`src/rtl/jk_pkg.sv`:
```
// Shared JK excitation codes and the q->n excitation helper for the JK modulo counter.
package jk_pkg;

    localparam logic [1:0] JK_HOLD   = 2'b00;
    localparam logic [1:0] JK_RESET  = 2'b01;
    localparam logic [1:0] JK_SET    = 2'b10;
    localparam logic [1:0] JK_TOGGLE = 2'b11;

    // Code is {J,K}; toggle is never produced so external banks see only explicit set/reset.
    function automatic logic [1:0] jk_excite(input logic q, input logic n);
        logic [1:0] code;
        case ({q, n})
            2'b00:   code = JK_HOLD;
            2'b01:   code = JK_SET;
            2'b10:   code = JK_RESET;
            2'b11:   code = JK_HOLD;
            default: code = JK_HOLD;
        endcase
        return code;
    endfunction

endpackage

```
`src/rtl/jk_cell.sv`:
```
// Single JK flip-flop bit with synchronous active-low clear taking priority over J/K.
module jk_cell
    import jk_pkg::*;
(
    input  logic i_clk,
    input  logic i_clear,
    input  logic i_j,
    input  logic i_k,
    output logic o_q
);

    logic q_r;

    // JK storage: clear first, otherwise the JK truth table.
    always_ff @(posedge i_clk) begin
        if (!i_clear) begin
            q_r <= 1'b0;
        end else begin
            case ({i_j, i_k})
                JK_HOLD:   q_r <= q_r;
                JK_RESET:  q_r <= 1'b0;
                JK_SET:    q_r <= 1'b1;
                JK_TOGGLE: q_r <= ~q_r;
                default:   q_r <= q_r;
            endcase
        end
    end

    assign o_q = q_r;

endmodule

```
`src/rtl/jk_mod_counter.sv`:
```
// Modulo-N up/down counter on a JK bit bank; exports J/K excitation for lock-step external banks.
// Define JK_COUNTER_SAT_EN to saturate at the range ends instead of wrapping.
module jk_mod_counter
    import jk_pkg::*;
#(
    parameter int WIDTH   = 4,
    parameter int MODULUS = 10
) (
    input  logic             i_clk,
    input  logic             i_clear,
    input  logic             i_en,
    input  logic             i_up,
    input  logic             i_load,
    input  logic [WIDTH-1:0] i_load_val,
    output logic [WIDTH-1:0] o_count,
    output logic [WIDTH-1:0] o_j,
    output logic [WIDTH-1:0] o_k,
    output logic             o_tc
);

    localparam logic [WIDTH:0] MOD_W  = (WIDTH+1)'(MODULUS);
    localparam logic [WIDTH:0] LAST_W = (WIDTH+1)'(MODULUS - 1);
    localparam logic [WIDTH:0] ONE_W  = {{WIDTH{1'b0}}, 1'b1};
    localparam logic [WIDTH:0] ZERO_W = {(WIDTH+1){1'b0}};

    logic [WIDTH-1:0] q_s;
    logic [WIDTH:0]   wide_q_s;
    logic [WIDTH:0]   next_w_s;
    logic [WIDTH-1:0] next_s;
    logic [WIDTH-1:0] j_s;
    logic [WIDTH-1:0] k_s;
    logic             tc_event_s;
    logic             tc_r;

    assign wide_q_s = {1'b0, q_s};

    // Next-state selection: clear > load > count > hold, in WIDTH+1 bits.
    always_comb begin
        next_w_s   = wide_q_s;
        tc_event_s = 1'b0;
        if (!i_clear) begin
            next_w_s = ZERO_W;
        end else if (i_load) begin
            if ({1'b0, i_load_val} >= MOD_W) begin
                next_w_s = LAST_W;
            end else begin
                next_w_s = {1'b0, i_load_val};
            end
        end else if (i_en) begin
            if (i_up) begin
                if (wide_q_s >= LAST_W) begin
`ifdef JK_COUNTER_SAT_EN
                    next_w_s = LAST_W;
`else
                    next_w_s = ZERO_W;
`endif
                    tc_event_s = 1'b1;
                end else begin
                    next_w_s = wide_q_s + ONE_W;
                end
            end else begin
                if (wide_q_s == ZERO_W) begin
`ifdef JK_COUNTER_SAT_EN
                    next_w_s = ZERO_W;
`else
                    next_w_s = LAST_W;
`endif
                    tc_event_s = 1'b1;
                end else begin
                    next_w_s = wide_q_s - ONE_W;
                end
            end
        end else begin
            next_w_s = wide_q_s;
        end
    end

    // Keep the bank inside the count range even if the wide result ever overshoots.
    always_comb begin
        if (next_w_s > LAST_W) begin
            next_s = LAST_W[WIDTH-1:0];
        end else begin
            next_s = next_w_s[WIDTH-1:0];
        end
    end

    // Per-bit excitation from current Q to the selected next value.
    always_comb begin
        j_s = {WIDTH{1'b0}};
        k_s = {WIDTH{1'b0}};
        for (int i = 0; i < WIDTH; i++) begin
            {j_s[i], k_s[i]} = jk_excite(q_s[i], next_s[i]);
        end
    end

    for (genvar g = 0; g < WIDTH; g++) begin : g_bank
        jk_cell u_cell (
            .i_clk   (i_clk),
            .i_clear (i_clear),
            .i_j     (j_s[g]),
            .i_k     (k_s[g]),
            .o_q     (q_s[g])
        );
    end

    // Terminal-count pulse: one cycle after a wrap or a blocked saturating step.
    always_ff @(posedge i_clk) begin
        if (!i_clear) begin
            tc_r <= 1'b0;
        end else begin
            tc_r <= tc_event_s;
        end
    end

    assign o_count = q_s;
    assign o_j     = j_s;
    assign o_k     = k_s;
    assign o_tc    = tc_r;

endmodule

```
`config.mk`:
```
export PLATFORM = sky130hd
export DESIGN_NAME = jk_mod_counter
export DESIGN_NICKNAME = d
export VERILOG_FILES = /design/src/rtl/jk_pkg.sv /design/src/rtl/jk_cell.sv /design/src/rtl/jk_mod_counter.sv
export SDC_FILE = /design/constraint.sdc
export NUM_CORES = 1
export LEC_CHECK = 0
export BUFFER_PORTS_ARGS = -buffer_cell sky130_fd_sc_hd__clkbuf_2
export CAP_MARGIN = 20
export CORE_AREA = 2 2 39 41
export DETAILED_ROUTE_END_ITERATION = 6
export DIE_AREA = 0 0 41 43
export PLACE_DENSITY_LB_ADDON = 0.25
export SLEW_MARGIN = 10
export SYNTH_ARGS = -nofsm -noshare
export SYNTH_HDL_FRONTEND = slang
export SYNTH_HIERARCHICAL = 1
export SYNTH_SLANG_ARGS = --single-unit
```
`constraint.sdc`:
```
create_clock -name i_clk -period 4.97 [get_ports i_clk]
set_input_delay 0.497 -clock i_clk [delete_from_list [all_inputs] [get_ports i_clk]]
set_output_delay 0.497 -clock i_clk [all_outputs]
set_load 0.005 [all_outputs]
```
Word level (Yosys, flattened, before mapping)
Index checks and enable logic that the tools add are counted.

Add/subtract/negate cells: 2. Multipliers: 0. Div/mod/pow operators: 0. Order comparisons: 3. Equal/unequal tests: 24. Shifts and indexed selects: 0. Muxes and demuxes: 19. Bitwise gates (word level): 6. Reduce and logical (&&, ||, !) cells: 14.

Operators with widths (number): 2-bit == test, second input constant (16); 5-bit two-way mux (6); 2-bit case mux with 3 select lines (4); 2-bit by 1-bit == test with 1-bit output, second input constant (8); 2-bit logical NOT (8); 1-bit case mux with 3 select lines (4); 4-bit >= comparator, second input constant (2); 4-bit two-way mux (2); 2-bit OR reduction (4); 1-bit NOT (6); 4-bit by 1-bit adder with 5-bit output, second input constant (1); 5-bit by 4-bit greater-than comparator with 1-bit output, second input constant (1); 5-bit logical NOT (1); 4-bit by 1-bit subtractor with 5-bit output, second input constant (1); 1-bit two-way mux (3); 3-bit OR reduction (1).

Register bits: 5. Bits in latches: 0. Memory bits (writable): 0. ROM bits: 0. Bits of input ports: 9. Output and inout port bits: 13. Logic and storage cells: 73. Memories: 0.

Logic depth before layout (Yosys ltp)
Depth in word-level cells: 13. Gate-level depth with buffers: 9. Mapped depth without buffers: 9.

Modules after synthesis
The synthesis kept the hierarchy.

Modules (own cells, without submodules): jk_mod_counter (instances 1, cells each 63, area each 449.2 um^2, sequential area each 20.0 um^2); jk_cell (instances 4, cells each 3, area each 33.8 um^2, sequential area each 20.0 um^2).

Worst setup path before layout
No wires, ideal clock.

Path kind: register -> output. Start: reg g_bank[1].u_cell.q_r. End: out o_j[0]. Arrival: 1922 ps. Data required time: 4473 ps. Setup slack: 2551 ps. Cell stages (with the launch flop): 8. Buffers on the path: 0. Cell sequence: dfxtp_1 inv_1 ha_1 and4bb_4 o32ai_1 a221o_2 o21bai_1 a21oi_1.

Longest elaborated chain between the ends: 11. Elaborated cells on any way between the ends: 18. Those cells by class: add/sub: 2; order compare: 2; eq/ne: 3; mux: 8; reduce/logical: 3.

Ends and longest elaborated chain: from (decl) (line jk_cell.sv:12) `logic q_r;`; from (signal assigned) (line jk_cell.sv:20) `JK_HOLD: q_r <= q_r;`; from (signal assigned) (line jk_cell.sv:23) `JK_TOGGLE: q_r <= ~q_r;`; from (signal assigned) (line jk_cell.sv:24) `default: q_r <= q_r;`; 4-bit by 1-bit subtractor with 5-bit output, or another cell as far along (line jk_mod_counter.sv:70) `next_w_s = wide_q_s - ONE_W;`; 5-bit two-way mux (on tied branches) (line jk_mod_counter.sv:62, jk_mod_counter.sv:51); 5-bit two-way mux (line jk_mod_counter.sv:50) `if (i_up) begin`; 5-bit two-way mux * (line jk_mod_counter.sv:49) `end else if (i_en) begin`; 5-bit two-way mux * (line jk_mod_counter.sv:43) `end else if (i_load) begin`; 5-bit two-way mux * (line jk_mod_counter.sv:41) `if (!i_clear) begin`; 5-bit by 4-bit greater-than comparator with 1-bit output (line jk_mod_counter.sv:80) `if (next_w_s > LAST_W) begin`; 4-bit two-way mux * (line jk_mod_counter.sv:80); 2-bit == test or 2-bit logical NOT (tied branches) (line jk_pkg.sv:12) `case ({q, n})`; 2-bit OR reduction (no line); 2-bit case mux with 3 select lines * (line jk_pkg.sv:12); to (decl) (line jk_mod_counter.sv:16) `output logic [WIDTH-1:0] o_j,`.

Mark *: on every way between the ends. The rest lies on a longest branch, timed or not.

Worst setup path in the final report
Start: reg g_bank[1].u_cell.q_r. End: out o_k[0].

Longest elaborated chain between the ends: 11. Elaborated cells on any way between the ends: 18. Those cells by class: add/sub: 2; order compare: 2; eq/ne: 3; mux: 8; reduce/logical: 3.

Ends and longest elaborated chain: 4-bit by 1-bit subtractor with 5-bit output, or another cell as far along (line jk_mod_counter.sv:70); 5-bit two-way mux (on tied branches) (line jk_mod_counter.sv:62, jk_mod_counter.sv:51); 5-bit two-way mux (line jk_mod_counter.sv:50); 5-bit two-way mux * (line jk_mod_counter.sv:49); 5-bit two-way mux * (line jk_mod_counter.sv:43); 5-bit two-way mux * (line jk_mod_counter.sv:41); 5-bit by 4-bit greater-than comparator with 1-bit output (line jk_mod_counter.sv:80); 4-bit two-way mux * (line jk_mod_counter.sv:80); 2-bit == test or 2-bit logical NOT (tied branches) (line jk_pkg.sv:12); 2-bit OR reduction (no line); 2-bit case mux with 3 select lines * (line jk_pkg.sv:12); to (decl) (line jk_mod_counter.sv:17) `output logic [WIDTH-1:0] o_k,`.

Marks and branches as above.

==> summary.txt <==
Detailed routing
  – Total wire length: 1.47 mm
  – TritonRoute pass-1 iters: 4
  – Vias: 638
  – Initial DRC count: 10
  – DR DRC count: 0
  – Drt wl/cell: between 10 and 15 µm
  – Vias per std cell: 5.65
  – Final antenna-violating net count: 0

Timing
  – RSZ-0062 raised after global routing: no
  – Final Slew Violations: 0
  – Max-slew headroom: between 50 and 60%
  – Final setup fails: 0
  – Final hold violation count: 0
  – Max Freq: 0.323 GHz
  – TNS Setup: 0 ps
  – Post-route clock period utilization: 62.4%
  – Clock skew: 1.79 ps
  – Worst-Margin Slew: around 660 ps
  – Fin crit period: roughly 3100 ps

Worst hold path
  – Worst min path class: input pin to register
  – Number of cells on the worst hold path: 2
  – Worst min-delay path endpoint: o_tc
  – Hold_sp: i_en

Floorplanning
  – IO Pins: 22
  – Row count: 14
  – Die width: about 41 µm
  – Die area: 1760 µm²
  – Core box area: between 1000 and 1500 µm²
  – Die Y: 43 µm
  – Initial Util: ~42%

Cells and area
  – Commonest cells after routing, fill and taps aside: 21 x clkbuf_2, 7 x nand2_1, 6 x nor2_1
  – Final std cells w/o fill: 113
  – Fillers: about 150
  – Multi-input logic area: 450 µm²
  – Synthesis-to-finish area growth: 23.3%
  – Most common cell after layout, fill and taps aside: clkbuf_2
  – Nets: 110
  – Seq. cell area: 100 µm²
  – Final instance area: a little over 700 µm²
  – Layout cells sized above 1: 29.9%
  – Diodes inserted: 0

Synthesis
  – Post-Syn Instances: 75
  – Syn_nets: 87
  – Ys Warns: 6
  – Mapped cell area: 584 µm²
  – Avg Cell Area, Syn: 7.79 µm²
  – Synth cell types: 32
  – Post-synthesis sequential area ratio: between 10% and 20%
  – Synthesized flop and latch total: 5

Power
  – Tot Pwr: 0.177 mW
  – Leak: 0.356 nW
  – Power per Cell Area: 246 nW/µm²
  – Worst IR Drop VDD: approximately 0.00016 V

Setup path
  – Top cell family by delay on the critical path: compound AO/OA/AOI/OAI gates
  – Setup slack, reg-to-reg: about 2500 ps
  – Worst path required time: 4470 ps
  – Worst-path maximum fanout: 9
  – Launch point of the critical path: g_bank[1].u_cell/o_q
  – R2R Path End: g_bank[0].u_cell/o_q
  – Worst r2r src: g_bank[1].u_cell/o_q
  – Setup crit start kind: register
  – Critical Path End Type: output pin
  – Arrival time worst endpoint: 2600 ps
  – Worst-path cell chain: inv_1 -> ha_1 -> and4bb_4 -> a2111oi_0 -> a211oi_2 -> o21bai_1 -> and3_1 -> clkbuf_2
  – Critical path type: register to output pin
  – Worst Path Buf+Inv: 2
  – Max incr delay on CP: 530 ps
  – Cells on worst reg2reg path: 9
  – Crit path max-delay cell type: a2111oi_0

Clocking
  – H-tree depth: 1
  – Inserted Clock Buffers: 3
  – Post-CTS resize count: 0
  – Hold_buf cts: 0
  – Clock Path Buffers: 2
  – CTS sink cnt: 5
  – Worst skew pair latency: 240 ps
  – Root Driver: clkbuf_4
  – Post-CTS Repair Setup Buffers: 0
  – CTS clk-pin slew, worst paths: 40 ps
  – CTS tree: done

Global route
  – Largest net degree at the start of global routing: 17
  – Vias in the first global route: 529
  – Grt total ovfl: 0
  – Tot GR Track Use: 20.4%
  – Antenna violations before repair: 0
  – First-pass GRT wire length: 2.42 mm

Placement
  – Dpl hpwl: 1.12 mm
  – Routability congestion estimate: 0.835
  – Cells after DPL: 109
  – Placed instance area: 694 µm²
  – Port Buf Inserts: 21

Job
  – Max-cap violations: 0

Status
  – Status: complete, no violations
[kinds of logic (layout without fill, tap and decap cells)]
| logic type | Yosys count | count (layout) | share of synthesized area [%] |
|---|---|---|---|
| flip-flops | 5 | 5 | 17.1 |
| buffers and inverters | 8 | 30 | 5.78 |
| AO/OA/AOI/OAI | 27 | 27 | 37.0 |
| adder cells (fa/ha/maj) | 3 | 3 | 6.42 |
| AND/OR/NAND/NOR | 31 | 31 | 31.7 |
| multiplexers | 1 | 1 | 1.93 |
[layer usage]
metal	vias to the layer above	GRT usage, %	part of all wire (%)
li1	331	-	-
met1	285	28.5	49
met2	22	29.1	45
met3	0	7.85	5.6
met4	0	4.00	0
met5	-	0	0
[stage by stage]
stage          setup slack, ps  hold WS [ps]  util (%)
2_1_floorplan             2550           541         -
3_3_place_gp              2210           616      50.2
3_5_place_dp              2150           635      50.2
4_1_cts                   1880           600      52.1
5_1_grt                   1700           603      52.1
6_report                  1870           601      52.1
[cells in the mapped netlist (all sizes together)]
| cell type | number | area, µm² |
|---|---|---|
| a2111oi | 1 | 8.76 |
| a211oi | 3 | 32.5 |
| a21boi | 1 | 11.3 |
| a21oi | 5 | 25.0 |
| a221o | 1 | 11.3 |
| a22o | 1 | 8.76 |
| and2 | 3 | 18.8 |
| and3 | 3 | 18.8 |
| and4 | 1 | 8.76 |
| and4bb | 1 | 16.3 |
| buf | 3 | 15.0 |
| dfxtp | 5 | 100 |
| ha | 3 | 37.5 |
| inv | 5 | 18.8 |
| mux2 | 1 | 11.3 |
| nand2 | 7 | 26.3 |
| nand2b | 1 | 6.26 |
| nand3b | 1 | 7.51 |
| nor2 | 6 | 22.5 |
| nor2b | 3 | 18.8 |
| nor3b | 2 | 15.0 |
| nor4 | 1 | 6.26 |
| o211a | 4 | 40.0 |
| o21a | 1 | 7.51 |
| o21ai | 4 | 20.0 |
| o21bai | 1 | 7.51 |
| o221ai | 1 | 8.76 |
| o311ai | 2 | 17.5 |
| o31a | 1 | 8.76 |
| o32ai | 1 | 8.76 |
| or4b | 2 | 20.0 |
[area by class of cell]
| type | instances | share of cell area (%) |
|---|---|---|
| Multi-Input combinational cell | 62 | 62.5 |
| Timing Repair Buffer | 21 | 14.6 |
| Sequential cell | 5 | 13.9 |
| Clock buffer | 4 | 3.65 |
| Tap cell | 16 | 2.78 |
| Inverter | 5 | 2.60 |
[where the power goes]
group / internal, mW / total [mW] / switching (mW)
Sequential: 0.0443 / 0.0561 / 0.0118
Clock: 0.0303 / 0.0466 / 0.0163
Combinational: 0.0376 / 0.0742 / 0.0366
Total: 0.112 / 0.177 / 0.0647
[state kept, by name, summed over array words and instances (netlist names)]
| register | flops |
|---|---|
| g_bank.u_cell/o_q | 4 |
| o_tc | 1 |
[how the worst max path moves through the flow]
stage,to,depth (start not counted),slack [ps]
3_3_place_gp,o_k[0],8,2210
5_1_grt,o_k[0],8,1700
2_1_floorplan,o_j[0],7,2550
6_report,o_k[0],8,1870
3_5_place_dp,o_k[0],8,2150
4_1_cts,o_k[0],8,1880
Note: power is estimated with default switching activity, not from simulation.
